--- config.mk ---
export PLATFORM = sky130hd
export DESIGN_NAME = button_ctrl_wb8
export DESIGN_NICKNAME = d
export VERILOG_FILES = /design/src/rtl/button_ctrl_wb8_pkg.sv /design/src/rtl/button_ctrl_wb8_debounce.sv /design/src/rtl/button_ctrl_wb8.sv
export SDC_FILE = /design/constraint.sdc
export NUM_CORES = 1
export LEC_CHECK = 0
export CELL_PAD_IN_SITES_DETAIL_PLACEMENT = 0
export CELL_PAD_IN_SITES_GLOBAL_PLACEMENT = 2
export CORE_UTILIZATION = 30
export DETAILED_ROUTE_END_ITERATION = 7
export PLACE_DENSITY_LB_ADDON = 0.1
export RECOVER_POWER = 100
export SLEW_MARGIN = 0
export SYNTH_ARGS = -nofsm -noshare
export SYNTH_HDL_FRONTEND = slang
export SYNTH_SLANG_ARGS = --single-unit
export TNS_END_PERCENT = 1
--- constraint.sdc ---
create_clock -name I_wb_clk -period 3.5 [get_ports I_wb_clk]
set_input_delay 0.35 -clock I_wb_clk [delete_from_list [all_inputs] [get_ports I_wb_clk]]
set_output_delay 0.35 -clock I_wb_clk [all_outputs]
set_load 0.01 [all_outputs]
--- src/rtl/button_ctrl_wb8_pkg.sv ---
// Shared register map and debounce state type for the wb8 push-button controller.
package button_ctrl_wb8_pkg;

    localparam logic [1:0] ADR_STATE   = 2'd0;
    localparam logic [1:0] ADR_PRESS   = 2'd1;
    localparam logic [1:0] ADR_RELEASE = 2'd2;
    localparam logic [1:0] ADR_IRQEN   = 2'd3;

    localparam int unsigned IRQ_EN_REL_BIT = 7;

    typedef enum logic {
        DB_SETTLED,
        DB_COUNTING
    } db_state_t;

endpackage

--- src/rtl/button_ctrl_wb8_debounce.sv ---
// Single-button two-flop synchroniser and tick-based debouncer; raw_n is active-low.
module button_debounce
    import button_ctrl_wb8_pkg::*;
#(
    parameter int unsigned DEBOUNCE_TICKS = 10
) (
    input  logic clk,
    input  logic reset_n,
    input  logic tick,
    input  logic raw_n,
    output logic stable,
    output logic rise_pulse,
    output logic fall_pulse
);

    logic       r_sync1;
    logic       r_sync2;
    logic       r_stable;
    logic [7:0] r_cnt;
    db_state_t  r_state;
    logic       w_pressed;
    logic       w_accept;

    assign w_pressed = ~r_sync2;

    // Pulses are combinational so the event latches set on the same edge the stable state flips.
    assign w_accept   = (r_state == DB_COUNTING) && (w_pressed != r_stable) && tick
                        && ((r_cnt + 8'd1) == 8'(DEBOUNCE_TICKS));
    assign rise_pulse = w_accept & w_pressed;
    assign fall_pulse = w_accept & ~w_pressed;
    assign stable     = r_stable;

    always_ff @(posedge clk or negedge reset_n) begin
        if (!reset_n) begin
            r_sync1  <= 1'b1;
            r_sync2  <= 1'b1;
            r_stable <= 1'b0;
            r_cnt    <= '0;
            r_state  <= DB_SETTLED;
        end else begin
            r_sync1 <= raw_n;
            r_sync2 <= r_sync1;
            case (r_state)
                DB_SETTLED: begin
                    r_cnt <= '0;
                    if (w_pressed != r_stable) r_state <= DB_COUNTING;
                end
                DB_COUNTING: begin
                    if (w_pressed == r_stable) begin
                        r_cnt   <= '0;
                        r_state <= DB_SETTLED;
                    end else if (w_accept) begin
                        r_stable <= w_pressed;
                        r_cnt    <= '0;
                        r_state  <= DB_SETTLED;
                    end else if (tick) begin
                        r_cnt <= r_cnt + 8'd1;
                    end
                end
                default: r_state <= DB_SETTLED;
            endcase
        end
    end

endmodule

--- src/rtl/button_ctrl_wb8.sv ---
// Wishbone 8-bit push-button controller: debounced state, W1C press/release latches, masked level IRQ.
module button_ctrl_wb8
    import button_ctrl_wb8_pkg::*;
#(
    parameter int unsigned NUM_BUTTONS    = 5,
    parameter int unsigned TICK_DIV       = 1000,
    parameter int unsigned DEBOUNCE_TICKS = 10
) (
    input  logic                   I_wb_clk,
    input  logic                   I_reset_n,
    input  logic                   I_wb_stb,
    input  logic                   I_wb_we,
    input  logic [1:0]             I_wb_adr,
    input  logic [7:0]             I_wb_dat,
    output logic [7:0]             O_wb_dat,
    output logic                   O_wb_ack,
    input  logic [NUM_BUTTONS-1:0] I_button,
    output logic                   O_irq
);

    localparam int unsigned PW = $clog2(TICK_DIV);

    logic [PW-1:0]          r_presc;
    logic [NUM_BUTTONS-1:0] r_press;
    logic [NUM_BUTTONS-1:0] r_release;
    logic [NUM_BUTTONS-1:0] r_irq_en_btn;
    logic                   r_irq_en_rel;

    logic                   w_tick;
    logic [NUM_BUTTONS-1:0] w_stable;
    logic [NUM_BUTTONS-1:0] w_rise;
    logic [NUM_BUTTONS-1:0] w_fall;
    logic                   w_acc;
    logic                   w_wr;
    logic [NUM_BUTTONS-1:0] w_clr_press;
    logic [NUM_BUTTONS-1:0] w_clr_release;
    logic [7:0]             w_rdata;
    logic                   w_unused;

    assign w_unused = ^I_wb_dat;
    assign w_tick   = (r_presc == PW'(TICK_DIV - 1));

    for (genvar g = 0; g < NUM_BUTTONS; g++) begin : g_btn
        button_debounce #(
            .DEBOUNCE_TICKS(DEBOUNCE_TICKS)
        ) u_db (
            .clk        (I_wb_clk),
            .reset_n    (I_reset_n),
            .tick       (w_tick),
            .raw_n      (I_button[g]),
            .stable     (w_stable[g]),
            .rise_pulse (w_rise[g]),
            .fall_pulse (w_fall[g])
        );
    end

    assign w_acc         = I_wb_stb & ~O_wb_ack;
    assign w_wr          = w_acc & I_wb_we;
    assign w_clr_press   = (w_wr && I_wb_adr == ADR_PRESS)   ? I_wb_dat[NUM_BUTTONS-1:0] : '0;
    assign w_clr_release = (w_wr && I_wb_adr == ADR_RELEASE) ? I_wb_dat[NUM_BUTTONS-1:0] : '0;

    always_comb begin
        w_rdata = '0;
        case (I_wb_adr)
            ADR_STATE:   w_rdata = 8'(w_stable);
            ADR_PRESS:   w_rdata = 8'(r_press);
            ADR_RELEASE: w_rdata = 8'(r_release);
            ADR_IRQEN: begin
                w_rdata                 = 8'(r_irq_en_btn);
                w_rdata[IRQ_EN_REL_BIT] = r_irq_en_rel;
            end
            default:     w_rdata = '0;
        endcase
    end

    always_ff @(posedge I_wb_clk or negedge I_reset_n) begin
        if (!I_reset_n) begin
            r_presc      <= '0;
            r_press      <= '0;
            r_release    <= '0;
            r_irq_en_btn <= '0;
            r_irq_en_rel <= 1'b0;
            O_wb_ack     <= 1'b0;
            O_wb_dat     <= '0;
            O_irq        <= 1'b0;
        end else begin
            r_presc  <= w_tick ? '0 : r_presc + PW'(1);
            O_wb_ack <= w_acc;
            if (w_acc && !I_wb_we) O_wb_dat <= w_rdata;
            if (w_wr && I_wb_adr == ADR_IRQEN) begin
                r_irq_en_btn <= I_wb_dat[NUM_BUTTONS-1:0];
                r_irq_en_rel <= I_wb_dat[IRQ_EN_REL_BIT];
            end
            // Clear first, then OR in new events so a same-cycle set survives the W1C.
            r_press   <= (r_press & ~w_clr_press) | w_rise;
            r_release <= (r_release & ~w_clr_release) | w_fall;
            O_irq     <= (|(r_press & r_irq_en_btn)) | (r_irq_en_rel & (|r_release));
        end
    end

endmodule

==> reports/metrics.cfg, run 1 <==
[synthesis]
synth.largest_area_cell = dfrtp_1
synth-xor-area-share_pct = 7.515
synthCells = 465
synth_cell_types = 61
yosys_warnings = 0
synth.avg_cell_area_um2 = 10.28
synth_top_family_by_area = simple AND/OR/NAND/NOR gates
synth-seq-area-share_pct = 49.49
ys_ff_latch = 94
muxShareOfSynthArea_pct = 6.258
async_flop_share_pct = 100.0
synth_flop_cell = dfrtp_1
synth-compound-area-share_pct = 11.23
synth_edf_count = 0
synth_top_area_share_pct = 43.99
synthAdderAreaFrac_pct = 2.880
synth-simple-area-share_pct = 19.53
synth_area_leaders = dfrtp_1 (44%), dfstp_2 (5.5%), nand2_1 (4.2%)
syn-cell-area_um2 = 4778

[drt]
wirelength_um = 10310
drt_iter0_drc = 171
viasPerCell = 4.839
post_drt_wl_per_cell_um = 14.60
drtAntennaViolNets = 0
drc_errors = 0
vias = 3416
firstDrtPassIters = 5

[critical_path]
regToRegEndpoint = g_btn[3].u_db.stable
r2r_start = r_presc[0]
worstPathMaxFanout = 23
reg2reg_depth = 7
crit_type = register to register
arrival_ns = 2.95
reg2reg_slack_ns = 0.79
crit_required_ns = 3.74
endpoint_kind = register
start_kind = register

[clocking]
numClockSinks = 94
clk_pin_slew_ns = 0.07
postCtsHoldBufs = 0
cts_setup_buffers = 0
htreeDepth = 3
clkLatencyLatePin_ns = 0.36
clk_path_buf_depth = 2
cts_buffers = 9
cts_tree = done
postCtsResizedCells = 0
root_buffer = clkbuf_16

[timing]
finalCritPeriodShare_pct = 77.55
rsz0062_at_grt = no
min_period_ns = 2.714
final-hold-violation-count = 0
finalSetupViolations = 0
fmax_mhz = 368.4
timing.slew.headroom_pct = -15.55
setup_tns_ns = 0
tightest_slew_ns = 1.733
finClkSkew_ns = 0.01034
drv_slew = 66

[final_layout]
largest_reg_flops = 40
nets = 520
reg_top3 = g_btn.u_db.r_cnt: 40 flops, r_presc: 10 flops, O_wb_dat: 6 flops
regMostFlops = g_btn.u_db.r_cnt
layout_common_cells = dfrtp_1 (84), nand2_1 (53), nor2_1 (44)
area_growth_pct = 15.42
antenna_cells = 0
layout_commonest_cell = dfrtp_1
finalCoreUtilization_pct = 35.88
drive_gt1_share_pct = 11.72
filler_cell_count = 1564

[floorplanning]
die_width_um = 128.2
core.rowCount = 45
start_util_pct = 31.09
pin_count = 29
dieArea_um2 = 16440
dieHeight_um = 128.2
core_area_um2 = 15370

[global_route]
grt_usage_pct = 14.13
overflow = 0
grt_pass1_wl_um = 17850
grt_pass1_vias = 3488
grt_max_degree = 66
antenna_found_initial = 0

[placed_design]
io_buffers = 24
place.gp.congestion = 0.7375
dp_hpwl_um = 7016

[run_status]
violations = capacitance limit, slew limit
status = finished, violations left

[power_and_ir_drop]
total_power_mw = 2.431
p_leak_nw = 2.288
vdd_ir_drop_max_mv = 0.2238
powerDensity_nw_per_um2 = 440.8

[hold_path]
holdPathStages = 0
min_to = g_btn[0].u_db.r_sync2
hold_path_class = register to register
min_from = g_btn[0].u_db.r_sync1

[flow_run]
cap_violations = 1

cell usage after synthesis (2+ instances only):
master / number
dfstp_2: 10
nand3_1: 14
buf_4: 3
nor3b_1: 3
dfrtp_1: 84
clkbuf_1: 11
mux2_4: 2
o211ai_1: 3
nor4_1: 4
nand2_1: 53
inv_1: 17
o21a_1: 2
or3_1: 3
a31oi_1: 3
a31o_2: 4
nand4_1: 17
mux4_2: 5
a32o_1: 2
and2_1: 11
a211o_1: 2
nor2_1: 44
and4_1: 4
o21ai_0: 33
mux2_2: 13
or4_1: 2
xnor2_1: 20
xor2_1: 21
a222oi_1: 2
ha_1: 11
and3_1: 11
a22o_1: 2
o2bb2ai_1: 3
nor2b_1: 4
nor3_1: 4
a21oi_1: 9
o31ai_1: 4
kinds of logic (layout without fill, tap and decap cells):
| family | Yosys count | after routing |
|---|---|---|
| DFF | 94 | 94 |
| muxes | 21 | 21 |
| AOI/OAI and AO/OA | 81 | 81 |
| buffers and inverters | 33 | 62 |
| and+or+nand+nor | 183 | 183 |
| adders and majority gates | 11 | 11 |
| other | 1 | 2 |
| xor gates and xnor gates | 41 | 41 |
critical path: stages (launching register included):
cell and delay, ns:
dfrtp_1 0.41, ha_1 0.24, and4bb_2 0.25, nand3_1 0.12
clkbuf_1 0.89, nor2_1 0.07, nand4bb_1 0.25, mux2_2 0.36
power by group:
group	total [mW]	switching (mW)	internal, mW
logic	0.199	0.0923	0.106
clock network	1.03	0.465	0.564
registers	1.20	0.0460	1.16
worst max path at each step:
stage,from,end,slack (ns),cells past startpoint
floorplan,g_btn[0].u_db.r_cnt[0],g_btn[0].u_db.stable,1.26,6
CTS,g_btn[0].u_db.r_cnt[0],g_btn[0].u_db.stable,1.02,6
global route,r_presc[0],g_btn[3].u_db.stable,0.54,7
global placement,g_btn[0].u_db.r_cnt[0],g_btn[0].u_db.stable,1.05,6
detailed placement,g_btn[0].u_db.r_cnt[0],g_btn[0].u_db.stable,1.03,6
finish,r_presc[0],g_btn[3].u_db.stable,0.79,7
area by class of cell:
cell class | count | area (um^2) | area share (%)
multi-input combinational | 339 | 2256 | 40.90
tap | 211 | 264.0 | 4.787
inverter | 17 | 63.81 | 1.157
clock inverter | 7 | 80.08 | 1.452
sequential | 94 | 2365 | 42.88
timing repair buffer | 29 | 261.5 | 4.741
clock buffer | 9 | 225.2 | 4.083
routing by layer:
metal | part of all wire [%] | global-route usage (%) | vias up
met5 | 0 | 0 | -
met4 | 1.5 | 4.498 | 0
met3 | 3.5 | 4.257 | 16
met2 | 46 | 22.61 | 50
met1 | 49 | 18.22 | 1649
li1 | - | - | 1701
per-stage QoR:
stage	setup slack [ns]	cells	instance area, um^2	hold WS [ns]
5_1_grt	0.5416	706	5515	0.3594
4_1_cts	1.020	706	5547	0.1509
2_1_floorplan	1.262	466	4782	0.05441
6_report	0.7859	706	5515	0.3570
3_3_place_gp	1.051	690	5241	0.3461
3_5_place_dp	1.028	690	5241	0.3478
(Power assumes the default switching activity.)
==> run 2, diff against run 1 <==
clock period = 2.6 ns   (was 3.5 ns; I/O delays follow)
==> run 2 against run 1 <==
Net effect: the run now ends clean; combinational power grew 37%; routed wire length increased by 1.1%; count of clock-buffer cells in the layout is the same; die area unchanged; clock power up 27%; via count grew 1.2%; global-route usage grew 0.13 points; critical path type unchanged; critical endpoint is now g_btn[0].u_db.stable; largest power group unchanged.
==> reports/metrics.cfg, run 2 (synthesis gave the netlist of run 1 again) <==
[critical_path]
crit_required_ns = 2.83
crit_type = register to register
endpoint_kind = register
worstPathMaxFanout = 4
arrival_ns = 2.57
reg2reg_slack_ns = 0.26
r2r_start = g_btn[0].u_db.r_cnt[0]
start_kind = register
regToRegEndpoint = g_btn[0].u_db.stable
reg2reg_depth = 6

[floorplanning]
die_width_um = 128.2
dieHeight_um = 128.2
pin_count = 29
core.rowCount = 45
start_util_pct = 31.09
core_area_um2 = 15370
dieArea_um2 = 16440

[placed_design]
post_dp_cell_area_um2 = 5314
place.gp.congestion = 0.7319
dp_hpwl_um = 7094
io_buffers = 24

[final_layout]
layout_common_cells = dfrtp_1 (84), nand2_1 (53), nor2_1 (44)
regMostFlops = g_btn.u_db.r_cnt
area_growth_pct = 16.55
drive_gt1_share_pct = 12.50
nets = 529
layout_commonest_cell = dfrtp_1
largest_reg_flops = 40
reg_top3 = g_btn.u_db.r_cnt: 40 flops, r_presc: 10 flops, O_wb_dat: 6 flops
antenna_cells = 0
final_area_um2 = 5569

[timing]
finalCritPeriodShare_pct = 90.00
tightest_slew_ns = 1.075
fmax_mhz = 427.4
rsz0062_at_grt = no
final-hold-violation-count = 0
timing.slew.headroom_pct = 28.31
finClkSkew_ns = 0.01222
finalSetupViolations = 0
setup_tns_ns = 0
drv_slew = 0
min_period_ns = 2.340

[power_and_ir_drop]
p_leak_nw = 2.317
vdd_ir_drop_max_mv = 0.3108
powerDensity_nw_per_um2 = 574.4
swShare_pct = 25.66
p_switching_mw = 0.8209
clkPwrFrac_pct = 41.0
internal-power_mw = 2.378
pwr-share-comb_pct = 8.5
seq_power_share_pct = 50.5

[drt]
post_drt_wl_per_cell_um = 14.58
drtAntennaViolNets = 0
drc_errors = 0
vias = 3458
firstDrtPassIters = 4
wirelength_um = 10420
viasPerCell = 4.836
drt_iter0_drc = 180

[global_route]
grt_max_degree = 56
grt_pass1_vias = 3511
antenna_found_initial = 0
grt_pass1_wl_um = 18120
grt_usage_pct = 14.26
overflow = 0

[flow_run]
cap_violations = 0

[hold_path]
min_to = g_btn[0].u_db.r_sync2
min_from = g_btn[0].u_db.r_sync1
hold_path_class = register to register
holdPathStages = 0

[clocking]
cts_tree = done
htreeDepth = 3
postCtsResizedCells = 0
postCtsHoldBufs = 1
clk_path_buf_depth = 2
root_buffer = clkbuf_16
clk_pin_slew_ns = 0.07
numClockSinks = 94
cts_setup_buffers = 0
clkLatencyLatePin_ns = 0.35
cts_buffers = 9

[run_status]
status = finished, final reports clean

run 2: cell type report:
type | count | area [um^2]
fillers | 1556 | 9802
flip-flops and latches | 94 | 2365
multi-input cells | 339 | 2257
repair buffers | 38 | 327.8
well taps | 211 | 264.0
clock buffers | 9 | 225.2
clock inverters | 7 | 66.31
inverters | 17 | 63.81
run 2: worst max-delay path by stage:
| stage | startpoint | end | slack [ns] | cells past startpoint |
|---|---|---|---|---|
| finish | g_btn[0].u_db.r_cnt[0] | g_btn[0].u_db.stable | 0.26 | 6 |
| global route | I_reset_n | g_btn[2].u_db.r_cnt[0] | 0.10 | 3 |
| CTS | g_btn[0].u_db.r_cnt[0] | g_btn[0].u_db.stable | 0.29 | 6 |
| detailed placement | g_btn[0].u_db.r_cnt[0] | g_btn[0].u_db.stable | 0.28 | 6 |
| global placement | g_btn[0].u_db.r_cnt[0] | g_btn[0].u_db.stable | 0.31 | 6 |
| floorplan | g_btn[0].u_db.r_cnt[0] | g_btn[0].u_db.stable | 0.36 | 6 |
run 2: routing by layer:
metal / track usage (%) / routed length [um] / share of wire (%) / vias up
li1: - / - / - / 1721
met1: 19.26 / 5304 / 51 / 1676
met2: 22.19 / 4644 / 45 / 52
met3: 3.840 / 346 / 3.3 / 9
met4: 4.360 / 125 / 1.2 / 0
met5: 0 / 0 / 0 / -
run 2: per-stage QoR:
stage               cells  utilization (%)  hold WS (ns)  power, mW  setup WS (ns)
floorplan             466                -      -0.03559      1.770         0.3619
global placement      698            34.57        0.3097      1.942         0.3064
detailed placement    698            34.57        0.3123      1.942         0.2846
CTS                   715            36.53        0.2859      3.297         0.2865
global route          715            36.23        0.3608      3.376         0.1030
finish                715            36.23        0.3585      3.199         0.2601
run 2: power groups by stage:
stage	Clock, mW	Combinational, mW	Sequential, mW
after floorplan	0	0.128	1.64
final	1.31	0.272	1.62
after global placement	0	0.296	1.65
after global routing	1.44	0.303	1.63
after detailed placement	0	0.294	1.65
after CTS	1.38	0.298	1.62
run 2: worst max-delay path: stages, from the launching register on:
cell,delay [ns]
dfrtp_1,0.38
ha_1,0.25
and3_1,0.24
or4_1,0.40
a222oi_1,0.43
nand2_1,0.18
mux2_1,0.34
==> run 3, diff against run 2 <==
CORE_MARGIN = 5   (was unset)
==> run 3 against run 2 <==
Net effect: the flow now finishes with violations (capacitance limit, slew limit); setup slack improved by 0.0061 ns; global-route usage is 1.6 points lower; clock power grew 5%; first-iteration DRC count down 14%; final cell count grew 0.70%; sequential cell count did not move; sequential share of layout area is 0.23 points lower; non-clock buffer count stayed put; combinational power grew 2%; largest power group unchanged; critical path type unchanged; via count up 0.20%; count of clock-buffer cells in the layout up 1; total power grew 2.0%.
==> reports/metrics.cfg, run 3 (synthesis gave the netlist of run 1 again) <==
[final_layout]
drive_gt1_share_pct = 12.50
multi_input_area_um2 = 2261
layout_commonest_cell = dfrtp_1
filler_cell_count = 1637
fin_cells = 720
layout_common_cells = dfrtp_1 (84), nand2_1 (53), nor2_1 (44)
antenna_cells = 0
largest_reg_flops = 40
reg_top3 = g_btn.u_db.r_cnt: 40 flops, r_presc: 10 flops, O_wb_dat: 6 flops
nets = 529
area_growth_pct = 17.18
final_area_um2 = 5599
regMostFlops = g_btn.u_db.r_cnt
finalCoreUtilization_pct = 35.50
ff_latch_area_um2 = 2365

[drt]
firstDrtPassIters = 4
vias = 3465
wirelength_um = 10520
drc_errors = 0
drt_iter0_drc = 154
viasPerCell = 4.813
drtAntennaViolNets = 0
post_drt_wl_per_cell_um = 14.61

[global_route]
antenna_found_initial = 0
overflow = 0
grt_pass1_wl_um = 18570
grt_max_degree = 70
grt_pass1_vias = 3578
grt_usage_pct = 12.62

[clocking]
clk_path_buf_depth = 2
numClockSinks = 94
clk_pin_slew_ns = 0.07
cts_buffers = 9
clkLatencyLatePin_ns = 0.35
postCtsResizedCells = 0
cts_tree = done
htreeDepth = 3
root_buffer = clkbuf_16

[run_status]
violations = capacitance limit, slew limit
status = finished, violations left

[timing]
finClkSkew_ns = 0.007261
tightest_slew_ns = 1.538
finalSetupViolations = 0
rsz0062_at_grt = no
finalCritPeriodShare_pct = 89.76
fmax_mhz = 428.5
final-hold-violation-count = 0
min_period_ns = 2.334
setup_tns_ns = 0
timing.slew.headroom_pct = -2.565
drv_slew = 26
setup_slack_ns = 0.2663

[hold_path]
hold_path_class = register to register
min_from = g_btn[2].u_db.r_sync1

[critical_path]
crit_type = register to register
startpoint = g_btn[2].u_db.r_cnt[0]
r2r_start = g_btn[2].u_db.r_cnt[0]
endpoint_kind = register
reg2reg_depth = 6
reg2reg_slack_ns = 0.27
setup.worst_path.end = g_btn[2].u_db.stable
worstPathMaxFanout = 8
start_kind = register
regToRegEndpoint = g_btn[2].u_db.stable
crit_required_ns = 2.84
arrival_ns = 2.57

[power_and_ir_drop]
p_leak_nw = 2.325
vdd_ir_drop_max_mv = 0.2838
powerDensity_nw_per_um2 = 582.6

[floorplanning]
core.rowCount = 46
pin_count = 29
die_width_um = 136.2
dieArea_um2 = 18550
start_util_pct = 30.30
dieHeight_um = 136.2
core_area_um2 = 15770

[placed_design]
placed_cells = 703
post-place-ws_ns = 0.2871
io_buffers = 24
post_dp_cell_area_um2 = 5320
dp_hpwl_um = 7282
place.gp.congestion = 0.7569

[flow_run]
cap_violations = 1

-- run 3: cell types whose count changed in the layout (fill, tap and decap cells not counted), sizes merged --
cell and delta:
inv -2, dlygate4sd3 +1, bufinv +1, buf +1
clkdlybuf4s50 -1
-- run 3: metal layers --
layer	part of all wire (%)	wire length [um]	GRT usage (%)
met5	0	0	0
met4	1.9	196	4.983
met3	3.1	327	2.517
met2	45	4785	19.18
met1	50	5212	17.66
-- run 3: area by class of cell --
class / count / share of cell area [%]
Multi-Input combinational cell: 339 / 40.38
Inverter: 17 / 1.140
Clock buffer: 10 / 4.089
Timing Repair Buffer: 38 / 6.056
Clock inverter: 6 / 1.274
Tap cell: 216 / 4.827
Sequential cell: 94 / 42.23
-- run 3: how the worst min path moves through the flow --
stage                                       end  slack (ns)  cells after the start
after floorplan                           O_irq       -0.04                      0
after global routing      g_btn[1].u_db.r_sync2        0.36                      0
after detailed placement             r_presc[6]        0.21                      1
final                     g_btn[2].u_db.r_sync2        0.36                      0
after global placement               r_presc[8]        0.21                      1
after CTS                 g_btn[2].u_db.r_sync1        0.30                      1
-- run 3: through the flow --
step	power [mW]	hold WS, ns
after global routing	3.420	0.3606
after global placement	1.946	0.2116
after floorplan	1.770	-0.03559
final	3.262	0.3570
after CTS	3.340	0.2995
after detailed placement	1.945	0.2130
-- run 3: what timing repair did --
item,in CTS,in global routing
hold buffers,1,0
endpoints found under the hold margin,25,0
setup endpoints to repair,0,0
setup buffers,0,0
-- run 3: power breakdown --
group / internal, mW / switching (mW) / total (mW)
sequential: 1.56 / 0.0614 / 1.62
combinational: 0.148 / 0.128 / 0.277
clock: 0.755 / 0.610 / 1.37
total: 2.46 / 0.800 / 3.26
-- run 3: critical path, stage by stage, from the launching register on --
cell	delay [ns]
dfrtp_1	0.45
ha_1	0.30
and3_1	0.24
nor4_1	0.26
nor2_1	0.06
or4_1	0.58
mux2_4	0.33
